[src/rtl/muldiv_pkg.sv]
// Shared op codes and FSM state encoding for the iterative multiply/divide unit.
package muldiv_pkg;

    localparam logic [2:0] MD_OP_MULT  = 3'd0;
    localparam logic [2:0] MD_OP_MULTU = 3'd1;
    localparam logic [2:0] MD_OP_DIV   = 3'd2;
    localparam logic [2:0] MD_OP_DIVU  = 3'd3;
    localparam logic [2:0] MD_OP_MTHI  = 3'd4;
    localparam logic [2:0] MD_OP_MTLO  = 3'd5;

    typedef enum logic [1:0] {
        MD_ST_IDLE = 2'd0,
        MD_ST_CALC = 2'd1,
        MD_ST_FIX  = 2'd2
    } md_state_t;

endpackage

[src/rtl/muldiv_step.sv]
// One iteration of the shift-add multiplier or the restoring divider.
module md_step #(
    parameter int WIDTH = 32
) (
    input  logic [2*WIDTH-1:0] i_acc,
    input  logic [WIDTH-1:0]   i_opnd,
    input  logic               i_div,
    output logic [2*WIDTH-1:0] o_acc
);

    logic [WIDTH:0] w_sum;
    logic [WIDTH:0] w_rem_sh;
    logic [WIDTH:0] w_diff;

    always_comb begin
        w_sum    = {1'b0, i_acc[2*WIDTH-1:WIDTH]} + {1'b0, i_opnd};
        // Shifted partial remainder needs one extra bit before the trial subtract.
        w_rem_sh = i_acc[2*WIDTH-1:WIDTH-1];
        w_diff   = w_rem_sh - {1'b0, i_opnd};
        o_acc    = i_acc;
        if (i_div) begin
            if (!w_diff[WIDTH])
                o_acc = {w_diff[WIDTH-1:0], i_acc[WIDTH-2:0], 1'b1};
            else
                o_acc = {w_rem_sh[WIDTH-1:0], i_acc[WIDTH-2:0], 1'b0};
        end else begin
            if (i_acc[0])
                o_acc = {w_sum, i_acc[WIDTH-1:1]};
            else
                o_acc = {1'b0, i_acc[2*WIDTH-1:1]};
        end
    end

endmodule

[src/rtl/muldiv.sv]
// Iterative MULT/MULTU/DIV/DIVU unit with architectural HI/LO and MTHI/MTLO writes.
module muldiv
    import muldiv_pkg::*;
#(
    parameter int WIDTH = 32
) (
    input  logic             clk,
    input  logic             rst_n,
    input  logic             start,
    input  logic [2:0]       op,
    input  logic [WIDTH-1:0] a,
    input  logic [WIDTH-1:0] b,
    input  logic             flush,
    output logic             busy,
    output logic             done,
    output logic [WIDTH-1:0] hi,
    output logic [WIDTH-1:0] lo,
    output md_state_t        dbg_state
);

    md_state_t          r_state;
    logic [5:0]         r_cnt;
    logic [2*WIDTH-1:0] r_acc;
    logic [WIDTH-1:0]   r_opnd;
    logic               r_div;
    logic               r_neg_q;
    logic               r_neg_r;
    logic [WIDTH-1:0]   r_hi;
    logic [WIDTH-1:0]   r_lo;
    logic               r_busy;
    logic               r_done;

    logic               w_signed;
    logic               w_is_div;
    logic               w_a_neg;
    logic               w_b_neg;
    logic [WIDTH-1:0]   w_a_mag;
    logic [WIDTH-1:0]   w_b_mag;
    logic [2*WIDTH-1:0] w_step;
    logic [2*WIDTH-1:0] w_prod_neg;
    logic [WIDTH-1:0]   w_fix_hi;
    logic [WIDTH-1:0]   w_fix_lo;

    md_step #(.WIDTH(WIDTH)) u_step (
        .i_acc  (r_acc),
        .i_opnd (r_opnd),
        .i_div  (r_div),
        .o_acc  (w_step)
    );

    always_comb begin
        w_signed   = (op == MD_OP_MULT) || (op == MD_OP_DIV);
        w_is_div   = (op == MD_OP_DIV) || (op == MD_OP_DIVU);
        w_a_neg    = w_signed & a[WIDTH-1];
        w_b_neg    = w_signed & b[WIDTH-1];
        w_a_mag    = w_a_neg ? -a : a;
        w_b_mag    = w_b_neg ? -b : b;
        w_prod_neg = -r_acc;
        // Quotient sign is the XOR of operand signs; remainder follows the dividend.
        if (r_div) begin
            w_fix_hi = r_neg_r ? -r_acc[2*WIDTH-1:WIDTH] : r_acc[2*WIDTH-1:WIDTH];
            w_fix_lo = r_neg_q ? -r_acc[WIDTH-1:0] : r_acc[WIDTH-1:0];
        end else begin
            w_fix_hi = r_neg_q ? w_prod_neg[2*WIDTH-1:WIDTH] : r_acc[2*WIDTH-1:WIDTH];
            w_fix_lo = r_neg_q ? w_prod_neg[WIDTH-1:0] : r_acc[WIDTH-1:0];
        end
    end

    always_ff @(posedge clk or negedge rst_n) begin
        if (!rst_n) begin
            r_state <= MD_ST_IDLE;
            r_cnt   <= '0;
            r_acc   <= '0;
            r_opnd  <= '0;
            r_div   <= 1'b0;
            r_neg_q <= 1'b0;
            r_neg_r <= 1'b0;
            r_hi    <= '0;
            r_lo    <= '0;
            r_busy  <= 1'b0;
            r_done  <= 1'b0;
        end else begin
            r_done <= 1'b0;
            case (r_state)
                MD_ST_IDLE: begin
                    if (start && !flush) begin
                        case (op)
                            MD_OP_MTHI: r_hi <= a;
                            MD_OP_MTLO: r_lo <= a;
                            MD_OP_MULT, MD_OP_MULTU, MD_OP_DIV, MD_OP_DIVU: begin
                                r_div  <= w_is_div;
                                r_busy <= 1'b1;
                                r_cnt  <= '0;
                                if (w_is_div && (b == '0)) begin
                                    // Divide by zero: preload the fixed result and skip the iterations.
                                    r_acc   <= {a, {WIDTH{1'b1}}};
                                    r_neg_q <= 1'b0;
                                    r_neg_r <= 1'b0;
                                    r_state <= MD_ST_FIX;
                                end else begin
                                    r_acc   <= {{WIDTH{1'b0}}, w_a_mag};
                                    r_opnd  <= w_b_mag;
                                    r_neg_q <= w_a_neg ^ w_b_neg;
                                    r_neg_r <= w_a_neg;
                                    r_state <= MD_ST_CALC;
                                end
                            end
                            default: ;
                        endcase
                    end
                end
                MD_ST_CALC: begin
                    if (flush) begin
                        r_state <= MD_ST_IDLE;
                        r_busy  <= 1'b0;
                    end else begin
                        r_acc <= w_step;
                        r_cnt <= r_cnt + 6'd1;
                        if (r_cnt == 6'(WIDTH - 1))
                            r_state <= MD_ST_FIX;
                    end
                end
                MD_ST_FIX: begin
                    r_state <= MD_ST_IDLE;
                    r_busy  <= 1'b0;
                    if (!flush) begin
                        r_hi   <= w_fix_hi;
                        r_lo   <= w_fix_lo;
                        r_done <= 1'b1;
                    end
                end
                default: begin
                    r_state <= MD_ST_IDLE;
                    r_busy  <= 1'b0;
                end
            endcase
        end
    end

    assign busy      = r_busy;
    assign done      = r_done;
    assign hi        = r_hi;
    assign lo        = r_lo;
    assign dbg_state = r_state;

endmodule

[config.mk]
export PLATFORM = sky130hd
export DESIGN_NAME = muldiv
export DESIGN_NICKNAME = d
export VERILOG_FILES = /design/src/rtl/muldiv_pkg.sv /design/src/rtl/muldiv_step.sv /design/src/rtl/muldiv.sv
export SDC_FILE = /design/constraint.sdc
export NUM_CORES = 1
export LEC_CHECK = 0
export CORE_MARGIN = 2
export CORE_UTILIZATION = 44
export CTS_CLUSTER_DIAMETER = 40
export DETAILED_ROUTE_END_ITERATION = 8
export PLACE_DENSITY_LB_ADDON = 0.25
export SYNTH_ARGS = -nofsm -noshare
export SYNTH_HDL_FRONTEND = slang
export SYNTH_SLANG_ARGS = --single-unit
export TNS_END_PERCENT = 30
[constraint.sdc]
create_clock -name clk -period 3.3 [get_ports clk]
set_input_delay 0.66 -clock clk [delete_from_list [all_inputs] [get_ports clk]]
set_output_delay 0.66 -clock clk [all_outputs]
set_load 0.005 [all_outputs]
-- Word level (Yosys, flattened, before mapping)
Index checks and enable logic that the tools add are counted.
- add/subtract/negate cells: 8
- eq/ne operators: 16
- mux-type cells: 42
- bitwise operators: 4
- reductions and logical operators: 18
- operators with widths (operator ; number):
    32-bit two-way mux ; 14
    64-bit two-way mux ; 7
    32-bit negator ; 4
    32-bit one-hot mux with 2 select lines ; 2
    64-bit one-hot mux with 2 select lines ; 1
    64-bit negator ; 1
    32-bit by 32-bit adder with 33-bit output ; 1
    33-bit by 32-bit subtractor with 33-bit output ; 1
    32-bit zero test ; 1
    6-bit two-way mux ; 3
    4-bit AND reduction ; 4
    6-bit one-hot mux with 2 select lines ; 1
    2-bit two-way mux ; 5
    3-bit AND reduction ; 3
    2-bit != test (second input constant) ; 4
    1-bit two-way mux ; 7
    6-bit by 1-bit adder with 6-bit output (second input constant) ; 1
    3-bit by 2-bit == test with 1-bit output (second input constant) ; 2
    3-bit == test (second input constant) ; 2
    6-bit by 5-bit == test with 1-bit output (second input constant) ; 1
    2-bit by 1-bit != test with 1-bit output (second input constant) ; 3
    2-bit one-hot mux with 2 select lines ; 1
    2-bit nonzero test ; 2
    4-bit OR reduction ; 1
    13 further kinds ; 16
- bits in registers: 173
- output and inout port bits: 68
- word-level logic and storage cells: 99

-- Logic depth before layout (Yosys ltp)
Gate-level depths: netlist (run 1).
- depth in word-level cells: 8
- mapped depth: 14

-- Hierarchy
Synthesis (run 1) repeated with hierarchy kept, for this count alone.
- cell total of the unflattened synthesis: 1946
- area, all modules: 15035.7 sq um
- by module, submodules not included (module ; instances ; cells each ; area each (sq um)):
    muldiv ; 1 ; 1256 ; 10314.9
    md_step ; 1 ; 690 ; 4720.8

-- Worst setup path before layout (run 1)
Ideal clock, no wire load.
- kind: reg2reg
- from: register r_acc[32]
- to: register r_acc[63]
- arrival time: 3.239 ns
- required time: 3.164 ns
- path slack: -0.075 ns
- stages on the path, launching flop included: 14
- path buffers: 2
- cell sequence: dfrtp_1 clkbuf_1 inv_1 fa_1 nand2b_1 a21oi_1 o221a_2 o31a_1 a221oi_4 xnor2_2 buf_2 nor2_1 a2111oi_0 a31oi_1
- cells in the longest elaborated chain, start to end: 5
- elaborated cells between the ends (all ways): 7
- classes of those cells: 2 x add/sub; 5 x mux
- ends and longest elaborated chain (what ; line ; RTL):
    start, declared ; muldiv.sv:23 ; logic [2*WIDTH-1:0] r_acc;
    start signal, assigned ; muldiv.sv:96 ; r_acc <= {a, {WIDTH{1'b1}}};
    start signal, assigned ; muldiv.sv:101 ; r_acc <= {{WIDTH{1'b0}}, w_a_mag};
    start signal, assigned ; muldiv.sv:117 ; r_acc <= w_step;
    33-bit by 32-bit subtractor with 33-bit output or 32-bit by 32-bit adder with 33-bit output (tied branches) ; muldiv_step.sv:19, muldiv_step.sv:16 ;
    64-bit two-way mux (on tied branches) ; muldiv_step.sv:22, muldiv_step.sv:27 ;
    64-bit two-way mux * ; muldiv_step.sv:21 ; if (i_div) begin
    64-bit two-way mux * ; muldiv.sv:113 ; if (flush) begin
    64-bit one-hot mux with 2 select lines * ; muldiv.sv:84 ; case (r_state)
Mark *: on every way between the ends. The rest lies on a longest branch, timed or not. The select of a mux whose other input is x is not followed.
A chain may end at the register's enable or synchronous reset.

-- Final worst setup path (run 1)
- from: register r_acc[36]
- to: register r_acc[47]
The elaborated chain is that of the path after synthesis.

==> results of run 1 <==
## routing by layer
metal / share of wire [%] / track usage (%)
met2: 43 / 52.71
met1: 42 / 46.70
met5: 0.021 / 0
met4: 5.4 / 17.14
met3: 9.8 / 5.815
## flip-flops by register name (all words and copies together), names as in the netlist
signal     cells
r_acc         64
hi            32
lo            32
r_opnd        32
r_cnt          6
dbg_state      2
busy           1
done           1
r_div          1
r_neg_q        1
r_neg_r        1
## synth_stat cells, types with 4 or more instances
| cell type | instances |
|---|---|
| a2111oi_0 | 6 |
| a211oi_1 | 16 |
| a21o_1 | 39 |
| a21oi_1 | 194 |
| a221o_1 | 13 |
| a221oi_1 | 16 |
| a22oi_1 | 4 |
| a311oi_1 | 4 |
| a31oi_1 | 22 |
| a41oi_1 | 5 |
| and2_1 | 7 |
| and3_1 | 17 |
| and4_1 | 5 |
| buf_1 | 11 |
| buf_2 | 14 |
| clkbuf_1 | 112 |
| dfrtp_1 | 173 |
| ha_1 | 69 |
| inv_1 | 54 |
| mux2_2 | 12 |
| mux2i_1 | 61 |
| nand2_1 | 270 |
| nand2b_1 | 21 |
| nand3_1 | 35 |
| nand3b_1 | 5 |
| nand4_1 | 14 |
| nor2_1 | 163 |
| nor2b_1 | 16 |
| nor3_1 | 31 |
| nor4_1 | 17 |
| o2111ai_1 | 5 |
| o211ai_1 | 12 |
| o21a_1 | 10 |
| o21ai_0 | 180 |
| o21ai_1 | 27 |
| o21bai_1 | 5 |
| o311ai_0 | 14 |
| o31ai_1 | 35 |
| o41ai_1 | 6 |
| or2_2 | 4 |
| or3_1 | 17 |
| or4_1 | 11 |
| xnor2_1 | 99 |
| xor2_1 | 76 |
## per-stage QoR
step / util, % / hold slack [ns]
floorplan: - / 0.3644
global placement: 55.69 / 0.4621
detailed placement: 55.69 / 0.4693
CTS: 58.16 / 0.1893
global route: 59.15 / 0.2153
finish: 59.16 / 0.1701
## path summary, 6_finish.rpt
path / to / start / slack (ns)
max: r_acc[47]$_DFFE_PN0P_ / r_acc[36]$_DFFE_PN0P_ / -0.12
max reg2reg: r_acc[47]$_DFFE_PN0P_ / r_acc[36]$_DFFE_PN0P_ / -0.12
min reg2reg: hi[12]$_DFFE_PN0P_ / hi[12]$_DFFE_PN0P_ / 0.48
min: r_acc[33]$_DFFE_PN0P_ / rst_n / 0.17
min in group clk: hi[12]$_DFFE_PN0P_ / hi[12]$_DFFE_PN0P_ / 0.48
max in group asynchronous: lo[24]$_DFFE_PN0P_ / rst_n / 2.20
## report_power, final
| group | internal (uW) | switching (uW) |
|---|---|---|
| logic | 5130 | 5890 |
| clock network | 1150 | 1010 |
| registers | 2690 | 643 |
## timing repair
item | 4_1_cts | 5_1_grt
setup endpoints to repair | 32 | 56
cloned | 1 | 0
buffers inserted | 10 | 13
gates resized for setup | 37 | 64
pin swaps | 13 | 27
## cells by family (layout without fill, tap and decap cells)
| family | count (synthesis) | count (layout) |
|---|---|---|
| AO/OA/AOI/OAI | 639 | 639 |
| XOR/XNOR | 176 | 176 |
| adder cells (fa/ha/maj) | 71 | 71 |
| buffers and inverters | 195 | 543 |
| flip-flops | 173 | 173 |
| multiplexers | 76 | 76 |
| other | 0 | 2 |
| AND/OR/NAND/NOR | 653 | 653 |
## area by class of cell
cell class,count,area (um2)
sequential,173,4338
timing repair buffer,458,3984
clock inverter,13,153.9
tap,455,569.3
fill,3159,14040
multi-input combinational,1615,10640
antenna,2,5.005
inverter,54,205.2
clock buffer,18,439.2
==> impl_metrics.env, run 1 <==
export IMPL_status="finished, violations left"
export IMPL_violations="setup timing"
export IMPL_path_clk_slew_ns=0.08
export IMPL_cts_tree="built"
export IMPL_gp_congestion=1.039
export IMPL_finalPower_uw=16520
export IMPL_design_area_um2=20340
export IMPL_drv_slew=0
export IMPL_cts_hold_buf=0
export IMPL_final_cell_mix="297 x buf_4, 269 x nand2_1, 188 x a21oi_1"
export IMPL_synth_mux_area_share_pct=5.101
export IMPL_power_density_nw_per_um2=812.1
export IMPL_drtAntennaViolNets=0
export IMPL_dieHeight_um=190.4
export IMPL_grt_overflow_total=0
export IMPL_cts_root_buf="clkbuf_16"
export IMPL_hp_class="input pin to async pin"
export IMPL_final_common_cell="buf_4"
export IMPL_synth_fa_ha_area_share_pct=5.912
export IMPL_crit_cells=13
export IMPL_criticalPathCategory="flop to flop"
export IMPL_h_tree_depth=4
export IMPL_fin_crit_sh_pct=103.6
export IMPL_ff2ff_path_depth=13
export IMPL_yosysTopAreaCellShare_pct=28.33
export IMPL_start_kind="flop"
export IMPL_fin_ws_ns=-0.1175
export IMPL_seq_area_frac_synth_pct=28.33
export IMPL_portBuffers=138
export IMPL_yosys_area_share_simple_pct=19.79
export IMPL_synthToLayoutAreaGrowth_pct=33.08
export IMPL_synthArstFlopShare_pct=100.0
export IMPL_avgViaCountPerCell=6.047
export IMPL_fin_crit_ns=3.417
export IMPL_setup_violations=16
export IMPL_worstSetupEndpointType="flop"
export IMPL_grt_pass1_wl_um=94510
export IMPL_power_leakage_uw=0.008920
export IMPL_track_usage_pct=34.36
export IMPL_setup_tns_ns=-0.7513
export IMPL_drv_cap=0
export IMPL_finalNetCount=2461
export IMPL_synth_top_area_cell="dfrtp_1"
export IMPL_dp_cells=2734
export IMPL_finClkSkew_ns=0.01807
export IMPL_grt_max_degree=58
export IMPL_max_freq_ghz=0.2926
export IMPL_syn_mean_instance_area_um2=7.706
export IMPL_final_hold_viol_count=0
export IMPL_die_x_um=190.4
export IMPL_synthCells=1983
export IMPL_cpPeakStageDelay_ns=0.46
export IMPL_drive_gt1_share_pct=19.39
export IMPL_crit_family="compound AO/OA/AOI/OAI gates"
export IMPL_cp_arrival_ns=3.76
export IMPL_clk_latency_ns=0.46
export IMPL_crit_fanout=6
export IMPL_drt_iter0_drc=1752
export IMPL_numCtsBuffers=17
export IMPL_dr_pass1_iters=6
export IMPL_grt_pass1_vias=15740
export IMPL_yosysWarnings=0
export IMPL_hpwl_um=48390
export IMPL_io_pins=139
export IMPL_drt_wl_total_um=62560
export IMPL_clock_path_buffers=2
export IMPL_row_count=68
export IMPL_synth_distinct_cells=78
export IMPL_crit_top_cell="buf_8"
export IMPL_synth_top_family_by_area="compound AO/OA/AOI/OAI gates"
export IMPL_design_die_area_um2=36240
export IMPL_tightest_slew_ns=0.8712
export IMPL_drc=0
export IMPL_rsz0062_at_grt="yes"
export IMPL_yosys_area_share_xor_xnor_pct=10.14
export IMPL_crit_required_ns=3.65
export IMPL_initial_core_util_pct=44.46
export IMPL_vdd_ir_drop_max_mv=0.4874
export IMPL_core_um2=34370
export IMPL_wl_per_cell_um=22.44
export IMPL_synth_seq_cells=173
export IMPL_crit_path_cell_trace="ha_4, a21o_1, or3_1, o221a_4, o31a_1, a221oi_4, xnor2_4, buf_4, buf_8, buf_8, or4_4, o311ai_4, o21ai_1"
export IMPL_dp_worst_setup_slack_ns=-0.5879
export IMPL_synth_nets=2125
export IMPL_synth_main_ff_cell="dfrtp_1"
export IMPL_synth_edf_count=0
export IMPL_slowest_stage="dfrtp_2"
export IMPL_crit_buf_inv=3
export IMPL_place_area_um2=19140
export IMPL_fin_cells=2788
export IMPL_via_count=16860
export IMPL_antenna_found_initial=1
export IMPL_synth_compound_area_share_pct=25.69
export IMPL_clock_sinks=173
export IMPL_ys_top_cells_by_area="dfrtp_1 28%, nand2_1 6.6%, a21oi_1 6.4%"
export IMPL_max_slew_margin_rel_pct=41.92
export IMPL_netlist_area_um2=15280
(Power assumes the default switching activity.)
==> run 2, diff against run 1 <==
--- a/config.mk
+++ b/config.mk
@@ -10,7 +10,9 @@
 export CTS_CLUSTER_DIAMETER = 40
 export DETAILED_ROUTE_END_ITERATION = 8
 export PLACE_DENSITY_LB_ADDON = 0.25
+export RECOVER_POWER = 25
 export SYNTH_ARGS = -nofsm -noshare
 export SYNTH_HDL_FRONTEND = slang
+export SYNTH_HIERARCHICAL = 1
 export SYNTH_SLANG_ARGS = --single-unit
 export TNS_END_PERCENT = 30
==> run 2 against run 1 <==
Net effect:
- the run ends with capacitance limit, slew limit, setup timing left
- highest routed layer is now met4
- largest power group unchanged
- core utilization fell by 0.79 points
- global-route usage shrank 1.5 points
- final cell count shrank 2.4%
- fmax fell by 3.9%
- clock power shrank 5%
- register-to-register slack worse by 0.14 ns
- clock skew down 0.0094 ns
- critical path type unchanged
==> impl_metrics.env, run 2 <==
export IMPL_drv_slew=66
export IMPL_finClkSkew_ns=0.008704
export IMPL_portBuffers=138
export IMPL_cpPeakStageDelay_ns=0.45
export IMPL_io_pins=139
export IMPL_yosysWarnings=6
export IMPL_setup_violations=25
export IMPL_dieHeight_um=188.9
export IMPL_ff2ff_path_depth=13
export IMPL_nFillCells=3156
export IMPL_ys_top_cells_by_area="dfrtp_1 29%, a21oi_1 7.1%, xnor2_1 5.9%"
export IMPL_h_tree_depth=4
export IMPL_worstSetupEndpointType="flop"
export IMPL_design_die_area_um2=35670
export IMPL_die_x_um=188.9
export IMPL_pwr_share_comb_pct=64.9
export IMPL_drtAntennaViolNets=0
export IMPL_cp_arrival_ns=3.94
export IMPL_cts_hold_buf=0
export IMPL_track_usage_pct=32.88
export IMPL_seqPwrFrac_pct=21.6
export IMPL_fin_crit_sh_pct=107.8
export IMPL_antenna_found_initial=0
export IMPL_grt_pass1_wl_um=90800
export IMPL_fin_crit_ns=3.558
export IMPL_clock_sinks=173
export IMPL_seq_area_frac_synth_pct=28.79
export IMPL_grt_pass1_vias=16020
export IMPL_criticalPathCategory="flop to flop"
export IMPL_path_clk_slew_ns=0.07
export IMPL_cts_root_buf="clkbuf_16"
export IMPL_drive_gt1_share_pct=17.72
export IMPL_vdd_ir_drop_max_mv=0.4546
export IMPL_dr_pass1_iters=6
export IMPL_numCtsBuffers=17
export IMPL_synth_most_common_cell="nand2_1"
export IMPL_status="finished, violations left"
export IMPL_rsz0062_at_grt="yes"
export IMPL_grt_overflow_total=0
export IMPL_avgViaCountPerCell=6.132
export IMPL_crit_required_ns=3.68
export IMPL_synth_top_area_cell="dfrtp_1"
export IMPL_largest_register_ffs=64
export IMPL_setup_tns_ns=-1.402
export IMPL_min_from="lo[17]$_DFFE_PN0P_"
export IMPL_yosysTopAreaCellShare_pct=28.79
export IMPL_swShare_pct=45.43
export IMPL_slowest_stage="or4_4"
export IMPL_drv_cap=1
export IMPL_tightest_slew_ns=1.716
export IMPL_via_count=16690
export IMPL_row_count=67
export IMPL_finalNetCount=2403
export IMPL_drc=0
export IMPL_final_common_cell="buf_4"
export IMPL_core_um2=33620
export IMPL_hpwl_um=44540
export IMPL_synthArstFlopShare_pct=100.0
export IMPL_whs_path_depth=1
export IMPL_cts_tree="built"
export IMPL_r2r_end="r_acc[62]$_DFFE_PN0P_"
export IMPL_clock_path_buffers=2
export IMPL_final_hold_viol_count=0
export IMPL_max_slew_margin_rel_pct=-14.38
export IMPL_finish_utilization_pct=58.38
export IMPL_syn_mean_instance_area_um2=7.726
export IMPL_synthToLayoutAreaGrowth_pct=30.51
export IMPL_drt_iter0_drc=1726
export IMPL_final_cell_mix="251 x buf_4, 225 x nand2_1, 206 x a21oi_1"
export IMPL_wl_per_cell_um=21.94
export IMPL_violations="capacitance limit, slew limit, setup timing"
export IMPL_grt_max_degree=101
export IMPL_crit_fanout=2
export IMPL_holdWs_ns=0.4811
export IMPL_start_kind="flop"
export IMPL_power_density_nw_per_um2=780.2
export IMPL_fin_ws_ns=-0.2575
export IMPL_ff2ff_setup_slack_ns=-0.26
export IMPL_p_switching_uw=6956
export IMPL_hold_end="lo[17]$_DFFE_PN0P_"
export IMPL_synth_commonest_cells="225 x nand2_1, 212 x a21oi_1, 188 x nor2_1"
export IMPL_power_leakage_uw=0.008562
export IMPL_netlist_area_um2=15040
export IMPL_p_int_uw=8355
export IMPL_clkPwrFrac_pct=13.5
export IMPL_hp_class="flop to flop"
export IMPL_crit_path_cell_trace="ha_4, a211o_1, a21oi_2, a2111oi_4, or4_4, a311o_1, a221o_1, a21o_1, a31oi_1, mux2_1, a22oi_2, nand2_1, nand3_1"
export IMPL_synth_edf_count=0
export IMPL_finalPower_uw=15310
export IMPL_synth_main_ff_cell="dfrtp_1"
export IMPL_initial_core_util_pct=44.73
export IMPL_max_freq_ghz=0.2811
export IMPL_synth_nets=2088
export IMPL_antennaDiodeCount=0
export IMPL_r2r_start="r_acc[33]$_DFFE_PN0P_"
export IMPL_synth_distinct_cells=84
export IMPL_dp_worst_setup_slack_ns=-0.2210
export IMPL_synthCells=1946
export IMPL_registers_top_by_ff_count="r_acc"
export IMPL_drt_wl_total_um=59730
export IMPL_gp_congestion=0.9768
export IMPL_synth_seq_cells=173
export IMPL_clk_latency_ns=0.45
==> run 2: worst max path at each step <==
stage          depth (start not counted)             startpoint               endpoint  slack [ns]
2_1_floorplan                         13  r_acc[33]$_DFFE_PN0P_  r_acc[62]$_DFFE_PN0P_       -0.03
3_3_place_gp                           8                   a[0]  r_acc[24]$_DFFE_PN0P_       -0.22
3_5_place_dp                          13  r_acc[33]$_DFFE_PN0P_  r_acc[62]$_DFFE_PN0P_       -0.22
4_1_cts                               13  r_acc[33]$_DFFE_PN0P_  r_acc[62]$_DFFE_PN0P_       -0.28
5_1_grt                               13  r_opnd[1]$_DFFE_PN0P_  r_acc[62]$_DFFE_PN0P_       -0.35
6_report                              13  r_acc[33]$_DFFE_PN0P_  r_acc[62]$_DFFE_PN0P_       -0.26
==> run 2: cells by family after synthesis <==
group	after synthesis	share of synthesized area (%)
AO/OA/AOI/OAI	580	23.75
adder cells (fa/ha/maj)	71	6.008
XOR/XNOR	178	10.37
flip-flops	173	28.79
buffers and inverters	167	4.444
multiplexers	57	4.044
AND/OR/NAND/NOR	720	22.59
==> run 2: worst max-delay path, delay by kind of cell (launching register included) <==
| kind | cells | cell delay [ns] |
|---|---|---|
| and+or+nand+nor | 3 | 0.60 |
| muxes | 1 | 0.36 |
| DFF | 1 | 0.44 |
| AOI/OAI and AO/OA | 8 | 1.84 |
| adders and majority gates | 1 | 0.25 |
==> run 2: layer usage <==
metal  vias up  part of all wire (%)  GRT usage, %
li1       7640                     -             -
met1      7907                    40         42.62
met2       971                    45         52.50
met3       174                   9.7         6.487
met4         0                   5.2         16.20
met5         -                     0             0
==> run 2: layout make-up <==
cell class	instances	area, um2	share of cell area (%)
Clock inverter	13	130.1	0.6631
Clock buffer	19	442.9	2.257
Inverter	58	217.7	1.109
Multi-Input combinational cell	1606	10390	52.96
Timing Repair Buffer	405	3542	18.05
Tap cell	448	560.5	2.856
Sequential cell	173	4338	22.11
==> run 2: stage by stage <==
step	cells	cell area, um2
after floorplan	1946	15100
after global placement	2673	18620
after detailed placement	2673	18620
after CTS	2714	19420
after global routing	2722	19620
final	2722	19620
==> run 2: timing repair <==
item,in CTS,in global routing
resized for setup,30,28
endpoints found under the setup margin,33,34
gates cloned,1,2
pin swaps,25,44
buffers inserted,8,6
==> run 2: power by group through the flow <==
stage / sequential (uW) / clock (uW) / combinational [uW]
after floorplan: 3320 / 0 / 5410
after global placement: 3300 / 0 / 8910
after detailed placement: 3320 / 0 / 9000
after CTS: 3280 / 2070 / 9350
after global routing: 3360 / 2170 / 10700
final: 3310 / 2060 / 9940
